==> src/rtl/pm_domain_sequencer_if.sv <==
// Signal bundle between the always-on PM controller (master) and the domain sequencer (slave).
// Carries the power-down request, switch-chain acknowledge and all domain control outputs.
interface pm_domain_sequencer_if;
  logic PD_REQ;
  logic SW_ACK;
  logic CLK_EN;
  logic ISO_EN;
  logic RET_SAVE;
  logic RET_RESTORE;
  logic SWITCH_EN;
  logic PD_ACK;
  logic BUSY;
  logic ERR;

  modport master (
    output PD_REQ,
    output SW_ACK,
    input  CLK_EN,
    input  ISO_EN,
    input  RET_SAVE,
    input  RET_RESTORE,
    input  SWITCH_EN,
    input  PD_ACK,
    input  BUSY,
    input  ERR
  );

  modport slave (
    input  PD_REQ,
    input  SW_ACK,
    output CLK_EN,
    output ISO_EN,
    output RET_SAVE,
    output RET_RESTORE,
    output SWITCH_EN,
    output PD_ACK,
    output BUSY,
    output ERR
  );
endinterface

==> src/rtl/pm_domain_sequencer.sv <==
// Power-down / power-up sequencer for one switchable domain (clock gate, isolation, retention, switch).
// Define PM_DOMAIN_SEQUENCER_ACK_TIMEOUT_EN to add the switch-acknowledge timeout and ERROR state.
module pm_domain_sequencer #(
  parameter int unsigned SYNC_DEPTH     = 3,
  parameter int unsigned STEP_CYCLES    = 4,
  parameter int unsigned TIMEOUT_CYCLES = 1024,
  parameter int unsigned CNT_W          = 11
) (
  input  logic                 CLK,
  input  logic                 RST,
  pm_domain_sequencer_if.slave pm
);

  // state      | meaning
  // ON         | domain powered and clocked, waiting for a power-down request
  // GATE       | clock gated, dwell STEP_CYCLES
  // ISO        | isolation enabled, dwell STEP_CYCLES
  // SAVE       | retention save strobe, dwell STEP_CYCLES
  // SW_OFF     | switch opened, waiting for the chain to report unpowered
  // OFF        | domain fully off, waiting for a power-up request
  // SW_ON      | switch closed, waiting for the chain to report powered
  // RESTORE    | retention restore strobe, dwell STEP_CYCLES
  // DEISO      | isolation released, dwell STEP_CYCLES
  // UNGATE     | clock re-enabled for one cycle before returning to ON
  // ERROR      | switch acknowledge timed out; outputs frozen until reset (timeout build only)

  typedef enum logic [3:0] {
    ST_ON,
    ST_GATE,
    ST_ISO,
    ST_SAVE,
    ST_SW_OFF,
    ST_OFF,
    ST_SW_ON,
    ST_RESTORE,
    ST_DEISO,
    ST_UNGATE
`ifdef PM_DOMAIN_SEQUENCER_ACK_TIMEOUT_EN
    , ST_ERROR
`endif
  } state_t;

  if (SYNC_DEPTH < 2 || SYNC_DEPTH > 4) begin : g_bad_sync_depth
    $error("pm_domain_sequencer: SYNC_DEPTH must be within 2..4");
  end
  if (STEP_CYCLES < 1 || STEP_CYCLES > 255) begin : g_bad_step_cycles
    $error("pm_domain_sequencer: STEP_CYCLES must be within 1..255");
  end
  if ((64'd1 << CNT_W) <= 64'(STEP_CYCLES) || (64'd1 << CNT_W) <= 64'(TIMEOUT_CYCLES)) begin : g_bad_cnt_w
    $error("pm_domain_sequencer: CNT_W too narrow for STEP_CYCLES/TIMEOUT_CYCLES");
  end

  localparam logic [CNT_W-1:0] STEP_LAST = CNT_W'(STEP_CYCLES - 1);
`ifdef PM_DOMAIN_SEQUENCER_ACK_TIMEOUT_EN
  localparam logic [CNT_W-1:0] TMO_LAST  = CNT_W'(TIMEOUT_CYCLES - 1);
`endif

  state_t                state_q, state_d;
  logic [CNT_W-1:0]      cnt_q, cnt_d;
  logic                  cnt_run;
  logic                  step_done;
  logic [SYNC_DEPTH-1:0] pd_sync_q, pd_sync_d;
  logic [SYNC_DEPTH-1:0] ack_sync_q, ack_sync_d;
  logic                  pd_req_s, sw_ack_s;

  logic clk_en_q, clk_en_d;
  logic iso_en_q, iso_en_d;
  logic ret_save_q, ret_save_d;
  logic ret_restore_q, ret_restore_d;
  logic switch_en_q, switch_en_d;
  logic pd_ack_q, pd_ack_d;
  logic busy_q, busy_d;
`ifdef PM_DOMAIN_SEQUENCER_ACK_TIMEOUT_EN
  logic err_q, err_d;
`endif

  always_comb begin
    pd_sync_d  = {pd_sync_q[SYNC_DEPTH-2:0], pm.PD_REQ};
    ack_sync_d = {ack_sync_q[SYNC_DEPTH-2:0], pm.SW_ACK};
    pd_req_s   = pd_sync_q[SYNC_DEPTH-1];
    sw_ack_s   = ack_sync_q[SYNC_DEPTH-1];
  end

  assign step_done = (cnt_q == STEP_LAST);

  always_comb begin
    state_d = state_q;
    case (state_q)
      ST_ON:      if (pd_req_s)  state_d = ST_GATE;
      ST_GATE:    if (step_done) state_d = ST_ISO;
      ST_ISO:     if (step_done) state_d = ST_SAVE;
      ST_SAVE:    if (step_done) state_d = ST_SW_OFF;
      ST_SW_OFF: begin
        if (!sw_ack_s) state_d = ST_OFF;
`ifdef PM_DOMAIN_SEQUENCER_ACK_TIMEOUT_EN
        else if (cnt_q == TMO_LAST) state_d = ST_ERROR;
`endif
      end
      ST_OFF:     if (!pd_req_s) state_d = ST_SW_ON;
      ST_SW_ON: begin
        if (sw_ack_s) state_d = ST_RESTORE;
`ifdef PM_DOMAIN_SEQUENCER_ACK_TIMEOUT_EN
        else if (cnt_q == TMO_LAST) state_d = ST_ERROR;
`endif
      end
      ST_RESTORE: if (step_done) state_d = ST_DEISO;
      ST_DEISO:   if (step_done) state_d = ST_UNGATE;
      ST_UNGATE:  state_d = ST_ON;
`ifdef PM_DOMAIN_SEQUENCER_ACK_TIMEOUT_EN
      ST_ERROR:   state_d = ST_ERROR;
`endif
      default:    state_d = ST_ON;
    endcase
  end

  // Counter restarts from zero on every state entry and only runs where a dwell or timeout matters.
  always_comb begin
    cnt_run = 1'b0;
    case (state_q)
      ST_GATE, ST_ISO, ST_SAVE, ST_RESTORE, ST_DEISO: cnt_run = 1'b1;
`ifdef PM_DOMAIN_SEQUENCER_ACK_TIMEOUT_EN
      ST_SW_OFF, ST_SW_ON: cnt_run = 1'b1;
`endif
      default: cnt_run = 1'b0;
    endcase
    cnt_d = '0;
    if (cnt_run && (state_d == state_q)) cnt_d = cnt_q + CNT_W'(1);
  end

  always_comb begin
    clk_en_d      = 1'b0;
    iso_en_d      = 1'b0;
    ret_save_d    = 1'b0;
    ret_restore_d = 1'b0;
    switch_en_d   = 1'b1;
    pd_ack_d      = 1'b0;
    busy_d        = 1'b1;
`ifdef PM_DOMAIN_SEQUENCER_ACK_TIMEOUT_EN
    err_d         = 1'b0;
`endif
    case (state_d)
      ST_ON: begin
        clk_en_d = 1'b1;
        busy_d   = 1'b0;
      end
      ST_GATE: ;
      ST_ISO:  iso_en_d = 1'b1;
      ST_SAVE: begin
        iso_en_d   = 1'b1;
        ret_save_d = 1'b1;
      end
      ST_SW_OFF: begin
        iso_en_d    = 1'b1;
        switch_en_d = 1'b0;
      end
      ST_OFF: begin
        iso_en_d    = 1'b1;
        switch_en_d = 1'b0;
        pd_ack_d    = 1'b1;
        busy_d      = 1'b0;
      end
      ST_SW_ON: iso_en_d = 1'b1;
      ST_RESTORE: begin
        iso_en_d      = 1'b1;
        ret_restore_d = 1'b1;
      end
      ST_DEISO:  ;
      ST_UNGATE: clk_en_d = 1'b1;
`ifdef PM_DOMAIN_SEQUENCER_ACK_TIMEOUT_EN
      // Domain stays exactly as the timed-out step left it.
      ST_ERROR: begin
        clk_en_d      = clk_en_q;
        iso_en_d      = iso_en_q;
        ret_save_d    = ret_save_q;
        ret_restore_d = ret_restore_q;
        switch_en_d   = switch_en_q;
        pd_ack_d      = pd_ack_q;
        busy_d        = 1'b0;
        err_d         = 1'b1;
      end
`endif
      default: ;
    endcase
  end

  always_ff @(posedge CLK) begin
    if (RST) begin
      state_q       <= ST_ON;
      cnt_q         <= '0;
      pd_sync_q     <= '0;
      ack_sync_q    <= '0;
      clk_en_q      <= 1'b1;
      iso_en_q      <= 1'b0;
      ret_save_q    <= 1'b0;
      ret_restore_q <= 1'b0;
      switch_en_q   <= 1'b1;
      pd_ack_q      <= 1'b0;
      busy_q        <= 1'b0;
`ifdef PM_DOMAIN_SEQUENCER_ACK_TIMEOUT_EN
      err_q         <= 1'b0;
`endif
    end else begin
      state_q       <= state_d;
      cnt_q         <= cnt_d;
      pd_sync_q     <= pd_sync_d;
      ack_sync_q    <= ack_sync_d;
      clk_en_q      <= clk_en_d;
      iso_en_q      <= iso_en_d;
      ret_save_q    <= ret_save_d;
      ret_restore_q <= ret_restore_d;
      switch_en_q   <= switch_en_d;
      pd_ack_q      <= pd_ack_d;
      busy_q        <= busy_d;
`ifdef PM_DOMAIN_SEQUENCER_ACK_TIMEOUT_EN
      err_q         <= err_d;
`endif
    end
  end

  assign pm.CLK_EN      = clk_en_q;
  assign pm.ISO_EN      = iso_en_q;
  assign pm.RET_SAVE    = ret_save_q;
  assign pm.RET_RESTORE = ret_restore_q;
  assign pm.SWITCH_EN   = switch_en_q;
  assign pm.PD_ACK      = pd_ack_q;
  assign pm.BUSY        = busy_q;
`ifdef PM_DOMAIN_SEQUENCER_ACK_TIMEOUT_EN
  assign pm.ERR         = err_q;
`else
  assign pm.ERR         = 1'b0;
`endif

endmodule

==> src/flat_wrapper.sv <==
// flat-port wrapper written by rule: the top's interface ports become plain ports
module pm_domain_sequencer_flat 
#(
  parameter int unsigned SYNC_DEPTH     = 3,
  parameter int unsigned STEP_CYCLES    = 4,
  parameter int unsigned TIMEOUT_CYCLES = 1024,
  parameter int unsigned CNT_W          = 11
)
  (CLK, RST, pm_PD_REQ, pm_SW_ACK, pm_CLK_EN, pm_ISO_EN, pm_RET_SAVE, pm_RET_RESTORE, pm_SWITCH_EN, pm_PD_ACK, pm_BUSY, pm_ERR);
  pm_domain_sequencer_if pm_i ();
  input  logic CLK;
  input  logic RST;
  input wire logic [$bits(pm_i.PD_REQ)-1:0] pm_PD_REQ;
  input wire logic [$bits(pm_i.SW_ACK)-1:0] pm_SW_ACK;
  output wire logic [$bits(pm_i.CLK_EN)-1:0] pm_CLK_EN;
  output wire logic [$bits(pm_i.ISO_EN)-1:0] pm_ISO_EN;
  output wire logic [$bits(pm_i.RET_SAVE)-1:0] pm_RET_SAVE;
  output wire logic [$bits(pm_i.RET_RESTORE)-1:0] pm_RET_RESTORE;
  output wire logic [$bits(pm_i.SWITCH_EN)-1:0] pm_SWITCH_EN;
  output wire logic [$bits(pm_i.PD_ACK)-1:0] pm_PD_ACK;
  output wire logic [$bits(pm_i.BUSY)-1:0] pm_BUSY;
  output wire logic [$bits(pm_i.ERR)-1:0] pm_ERR;
  assign pm_i.PD_REQ = pm_PD_REQ;
  assign pm_i.SW_ACK = pm_SW_ACK;
  assign pm_CLK_EN = pm_i.CLK_EN;
  assign pm_ISO_EN = pm_i.ISO_EN;
  assign pm_RET_SAVE = pm_i.RET_SAVE;
  assign pm_RET_RESTORE = pm_i.RET_RESTORE;
  assign pm_SWITCH_EN = pm_i.SWITCH_EN;
  assign pm_PD_ACK = pm_i.PD_ACK;
  assign pm_BUSY = pm_i.BUSY;
  assign pm_ERR = pm_i.ERR;
  pm_domain_sequencer #(.SYNC_DEPTH(SYNC_DEPTH), .STEP_CYCLES(STEP_CYCLES), .TIMEOUT_CYCLES(TIMEOUT_CYCLES), .CNT_W(CNT_W)) u_core (.CLK(CLK), .RST(RST), .pm(pm_i));
endmodule
==> config.mk <==
export PLATFORM = sky130hd
export DESIGN_NAME = pm_domain_sequencer_flat
export DESIGN_NICKNAME = d
export VERILOG_FILES = /design/src/rtl/pm_domain_sequencer_if.sv /design/src/rtl/pm_domain_sequencer.sv /design/src/flat_wrapper.sv
export SDC_FILE = /design/constraint.sdc
export NUM_CORES = 1
export LEC_CHECK = 0
export CELL_PAD_IN_SITES_DETAIL_PLACEMENT = 0
export CELL_PAD_IN_SITES_GLOBAL_PLACEMENT = 1
export CORE_MARGIN = 2
export CORE_UTILIZATION = 26
export DETAILED_ROUTE_END_ITERATION = 12
export MAX_ROUTING_LAYER = met4
export PLACE_DENSITY = 0.61
export SLEW_MARGIN = 20
export SYNTH_ARGS = -nofsm -noshare
export SYNTH_HDL_FRONTEND = slang
export SYNTH_SLANG_ARGS = --single-unit
export TNS_END_PERCENT = 1
==> constraint.sdc <==
create_clock -name CLK -period 2.05 [get_ports CLK]
set_input_delay 0.615 -clock CLK [delete_from_list [all_inputs] [get_ports CLK]]
set_output_delay 0.615 -clock CLK [all_outputs]
set_load 0.03 [all_outputs]
==> results.md <==
- Result of the run: finished clean
- Worst slack at placement: 0.00447 ns
- TritonCTS clock tree: done
- Total of max-cap violations: 0
- Mean cell area of the mapped netlist: 9.31 µm²
- Cell Area, Synth: 1260 µm²
- Setup WS post-layout: 0.120 ns
- Placer's final routability congestion estimate: 0.786
- Clock skew after layout: 0.00207 ns
- Start of the worst register-to-register path: u_core.cnt_q[1]
- Destination of the critical timing path: u_core.pm.ISO_EN
- Total count of max-transition violations in the final report: 0
- Count of flip-flops with a built-in enable after synthesis: 0
- Count of hold buffers inserted by post-cts repair: 0
- Max-slew headroom at the worst pin: 63.3%
- Setup-violating endpoint count in the final report: 0
- Number of cells in the finished layout apart from fillers: 203
- Power density of the placed cells: 669 nW/µm²
- Count of buffers inserted at the top-level ports: 10
- Portion of total power attributed to the clock network: 41.8%
- Worst hold path class: reg -> reg
- Terminus of the critical flop-to-flop path: u_core.pm.ISO_EN
- WP depth: 6
- Arrival time of the worst setup path: 2.10 ns
- Main synth FF type: sky130_fd_sc_hd__dfxtp_1
- YS warnings: 0
- Rows: 25
- Placed Area: 1440 µm²
- Die footprint: 5410 µm²
- CP Class: reg -> reg
- Initial antenna violation count: 0
- Commonest cells after routing, fill and taps aside: 25 x sky130_fd_sc_hd__dfxtp_1, 13 x sky130_fd_sc_hd__nor3_1, 10 x sky130_fd_sc_hd__clkdlybuf4s50_1
- Fraction of the cycle the final worst path needs: 94.2%
- Worst path cell trace: ha_4 -> nor4b_4 -> and4b_2 -> mux2_4 -> and2_4 -> or2_2
- Category of the worst setup path capture point: register
- Layout cells sized above 1: 18.1%
- Initial cell density of the core: 26.8%
- Final routed DRC violation total: 0
- # nets final: 155
- Total via count in the routed design: 949
- Area share of the largest cell type after synthesis: 44.6%
- Placed wire-length estimate: 1740 µm
- Post-Route WL: 2320 µm
- Netlist cell types: 40
- Largest fanout on the critical path: 4
- Unrepaired setup endpoints after global routing: no
- Number of clock sinks seen by CTS: 28
- Most common cell after layout, fill and taps aside: sky130_fd_sc_hd__dfxtp_1
- Buffers from clock root to sink, at most: 2
- Final number of hold-violating endpoints: 0
- Via count of the first global-routing pass: 919
- Cell accounting for the most synthesized area: sky130_fd_sc_hd__dfxtp_1
- CTS H-Tree Depth: 1
- Die width: 73.5 µm
- Switching component of the power: 196 µW
- Cell at the root of the clock tree: sky130_fd_sc_hd__clkbuf_8
- Global-route wire length before repair: 3990 µm
- Iteration-0 DRC count of the detailed router: 46
- Proportion of total power due to net switching: 19.1%
- Time the final worst path needs with I/O delays and setup: 1.93 ns
- Power share of the sequential group: 53.9%
- Syn Nets: 140
- Combinational cell fraction of total power: 4.3%
- Internal power consumption: 832 µW
- Cells taking the most area after synthesis: sky130_fd_sc_hd__dfxtp_1 45%, sky130_fd_sc_hd__nor3_1 5.2%, sky130_fd_sc_hd__xnor2_1 4.9%, sky130_fd_sc_hd__nor2b_1 4.0%, sky130_fd_sc_hd__nand2_1 2.7%
- Kind of start point of the critical path: register
- Register bit count reported by yosys: 28
- Clock latency on the worst-skew pair: 0.27 ns
- Standby leakage power: 0.000521 µW
- Number of placed instances with taps included: 199
- Die Ht: 73.5 µm
- Transition time at the pin with the least slew margin: 0.545 ns
- Residual overflow from global routing: 0
- Clock-pin slew of the registers on the worst-case setup and hold paths: 0.09 ns
- Crit path max-delay cell type: sky130_fd_sc_hd__dfxtp_2
- Sequential area share after synthesis: 44.6%
- Number of cells on the worst reg-to-reg path: 6
- P&R area growth vs syn: 22.3%
- Fraction of registers with async set or reset after synthesis: 0%
- Count of pins on the block boundary: 12
- Setup repair bufs after CTS: 0
- Global-route usage over all layers: 9.51%
- Number of optimization iterations in the first detailed-route pass: 4
- Detailed-route vias per instance: 4.67
- Area inside the core boundary: 4690 µm²
- Start point of the critical path: u_core.cnt_q[1]
- Routed WL per cell: 11.4 µm
- Slowest Stage Delay on Critical Path: 0.37 ns
- Inserted Diodes: 0
- Total CTS buffers: 3
- Buffering stage count on the worst path with inverters included: 0
- Flop-to-flop setup slack: 0.12 ns
- Required time of the worst setup path: 2.22 ns
- Gate Count Post-Synth: 135
- Pin count of the biggest net entering global routing: 17
- Peak clock frequency supported by timing: 0.518 GHz
- Worst VDD drop: 0.420 mV
- Final standard cell area without fillers: 1540 µm²
- Total negative setup slack: 0 ns
- Cell family with most CP delay: simple AND/OR/NAND/NOR gates
- Antenna Violating Nets Remaining: 0
==> kinds of logic after synthesis <==
kind of cell | after synthesis | share of synthesized area, %
xor+xnor | 10 | 6.97
flops | 28 | 44.6
buf+inv | 11 | 4.58
fa+ha+maj | 1 | 0.995
other cells | 1 | 0.298
simple gates | 67 | 33.1
mux | 2 | 1.69
compound gates | 15 | 7.76
==> final cells by class <==
class,count,area (µm²)
timing repair buffer,18,160
fill,498,3150
clock buffer,3,41.3
tap,54,67.6
multi-input combinational,96,663
clock inverter,1,30.0
inverter,3,11.3
sequential,28,564
==> stage by stage <==
step,hold slack (ns),power [µW],utilization (%)
2_1_floorplan,0.414,594,-
3_3_place_gp,0.422,610,30.7
3_5_place_dp,0.425,610,30.7
4_1_cts,0.448,1040,32.2
5_1_grt,0.467,1070,32.8
6_report,0.442,1030,32.8
==> state kept, by name, summed over array words and instances, names as in the netlist <==
signal and flops:
u_core.ack_sync_q 3, u_core.cnt_q 11, u_core.pd_sync_q 3, u_core.pm.BUSY 1, u_core.pm.CLK_EN 1, u_core.pm.ISO_EN 1, u_core.pm.PD_ACK 1, u_core.pm.RET_RESTORE 1
u_core.pm.RET_SAVE 1, u_core.pm.SWITCH_EN 1, u_core.state_q 4
==> how the worst min path moves through the flow <==
stage                         start                   end  cells past startpoint
6_report        u_core.pd_sync_q[1]   u_core.pd_sync_q[2]                      1
5_1_grt        u_core.ack_sync_q[1]  u_core.ack_sync_q[2]                      1
4_1_cts         u_core.pd_sync_q[1]   u_core.pd_sync_q[2]                      1
3_5_place_dp    u_core.pd_sync_q[1]   u_core.pd_sync_q[2]                      1
3_3_place_gp   u_core.ack_sync_q[0]  u_core.ack_sync_q[1]                      1
2_1_floorplan  u_core.ack_sync_q[0]  u_core.ack_sync_q[1]                      1
==> layer usage <==
metal	up-vias	wire length, µm	track usage [%]	part of all wire (%)
li1	494	-	-	-
met1	437	1180	12.4	51
met2	16	1040	14.4	45
met3	2	87	2.74	3.7
met4	0	13	2.63	0.56
met5	-	0	-	0
==> worst reg2reg max path: stages, from the launching register on <==
cell	delay, ns
sky130_fd_sc_hd__dfxtp_2	0.37
sky130_fd_sc_hd__ha_4	0.14
sky130_fd_sc_hd__nor4b_4	0.24
sky130_fd_sc_hd__and4b_2	0.31
sky130_fd_sc_hd__mux2_4	0.32
sky130_fd_sc_hd__and2_4	0.16
sky130_fd_sc_hd__or2_2	0.28
==> power by group through the flow <==
stage | registers, µW | clock network (µW) | logic [µW]
floorplan | 568 | 0 | 26.2
CTS | 554 | 444 | 43.9
detailed placement | 566 | 0 | 43.6
global route | 555 | 465 | 49.0
finish | 554 | 430 | 44.4
global placement | 566 | 0 | 43.7
==> repair_timing <==
| action | 4_1_cts | 5_1_grt |
|---|---|---|
| endpoints found under the hold margin | 0 | 0 |
| resized for setup | 1 | 8 |
| pin swaps | 1 | 1 |
| setup endpoints to repair | 1 | 8 |
==> Yosys cell counts (2+ instances only) <==
cell and number:
sky130_fd_sc_hd__dfxtp_1 28, sky130_fd_sc_hd__nor2_1 7, sky130_fd_sc_hd__xnor2_1 7, sky130_fd_sc_hd__and3_1 3, sky130_fd_sc_hd__clkbuf_1 2, sky130_fd_sc_hd__a31oi_1 2, sky130_fd_sc_hd__nor3_1 13, sky130_fd_sc_hd__nor2b_1 8
sky130_fd_sc_hd__nand2_1 9, sky130_fd_sc_hd__nand2b_1 4, sky130_fd_sc_hd__o21ai_0 3, sky130_fd_sc_hd__and4b_1 2, sky130_fd_sc_hd__a21oi_1 5, sky130_fd_sc_hd__nor3b_1 3, sky130_fd_sc_hd__inv_1 3, sky130_fd_sc_hd__and2_1 2
sky130_fd_sc_hd__nand3_1 6, sky130_fd_sc_hd__xor2_1 3, sky130_fd_sc_hd__buf_2 4
Power figures use the tool's default switching activity.
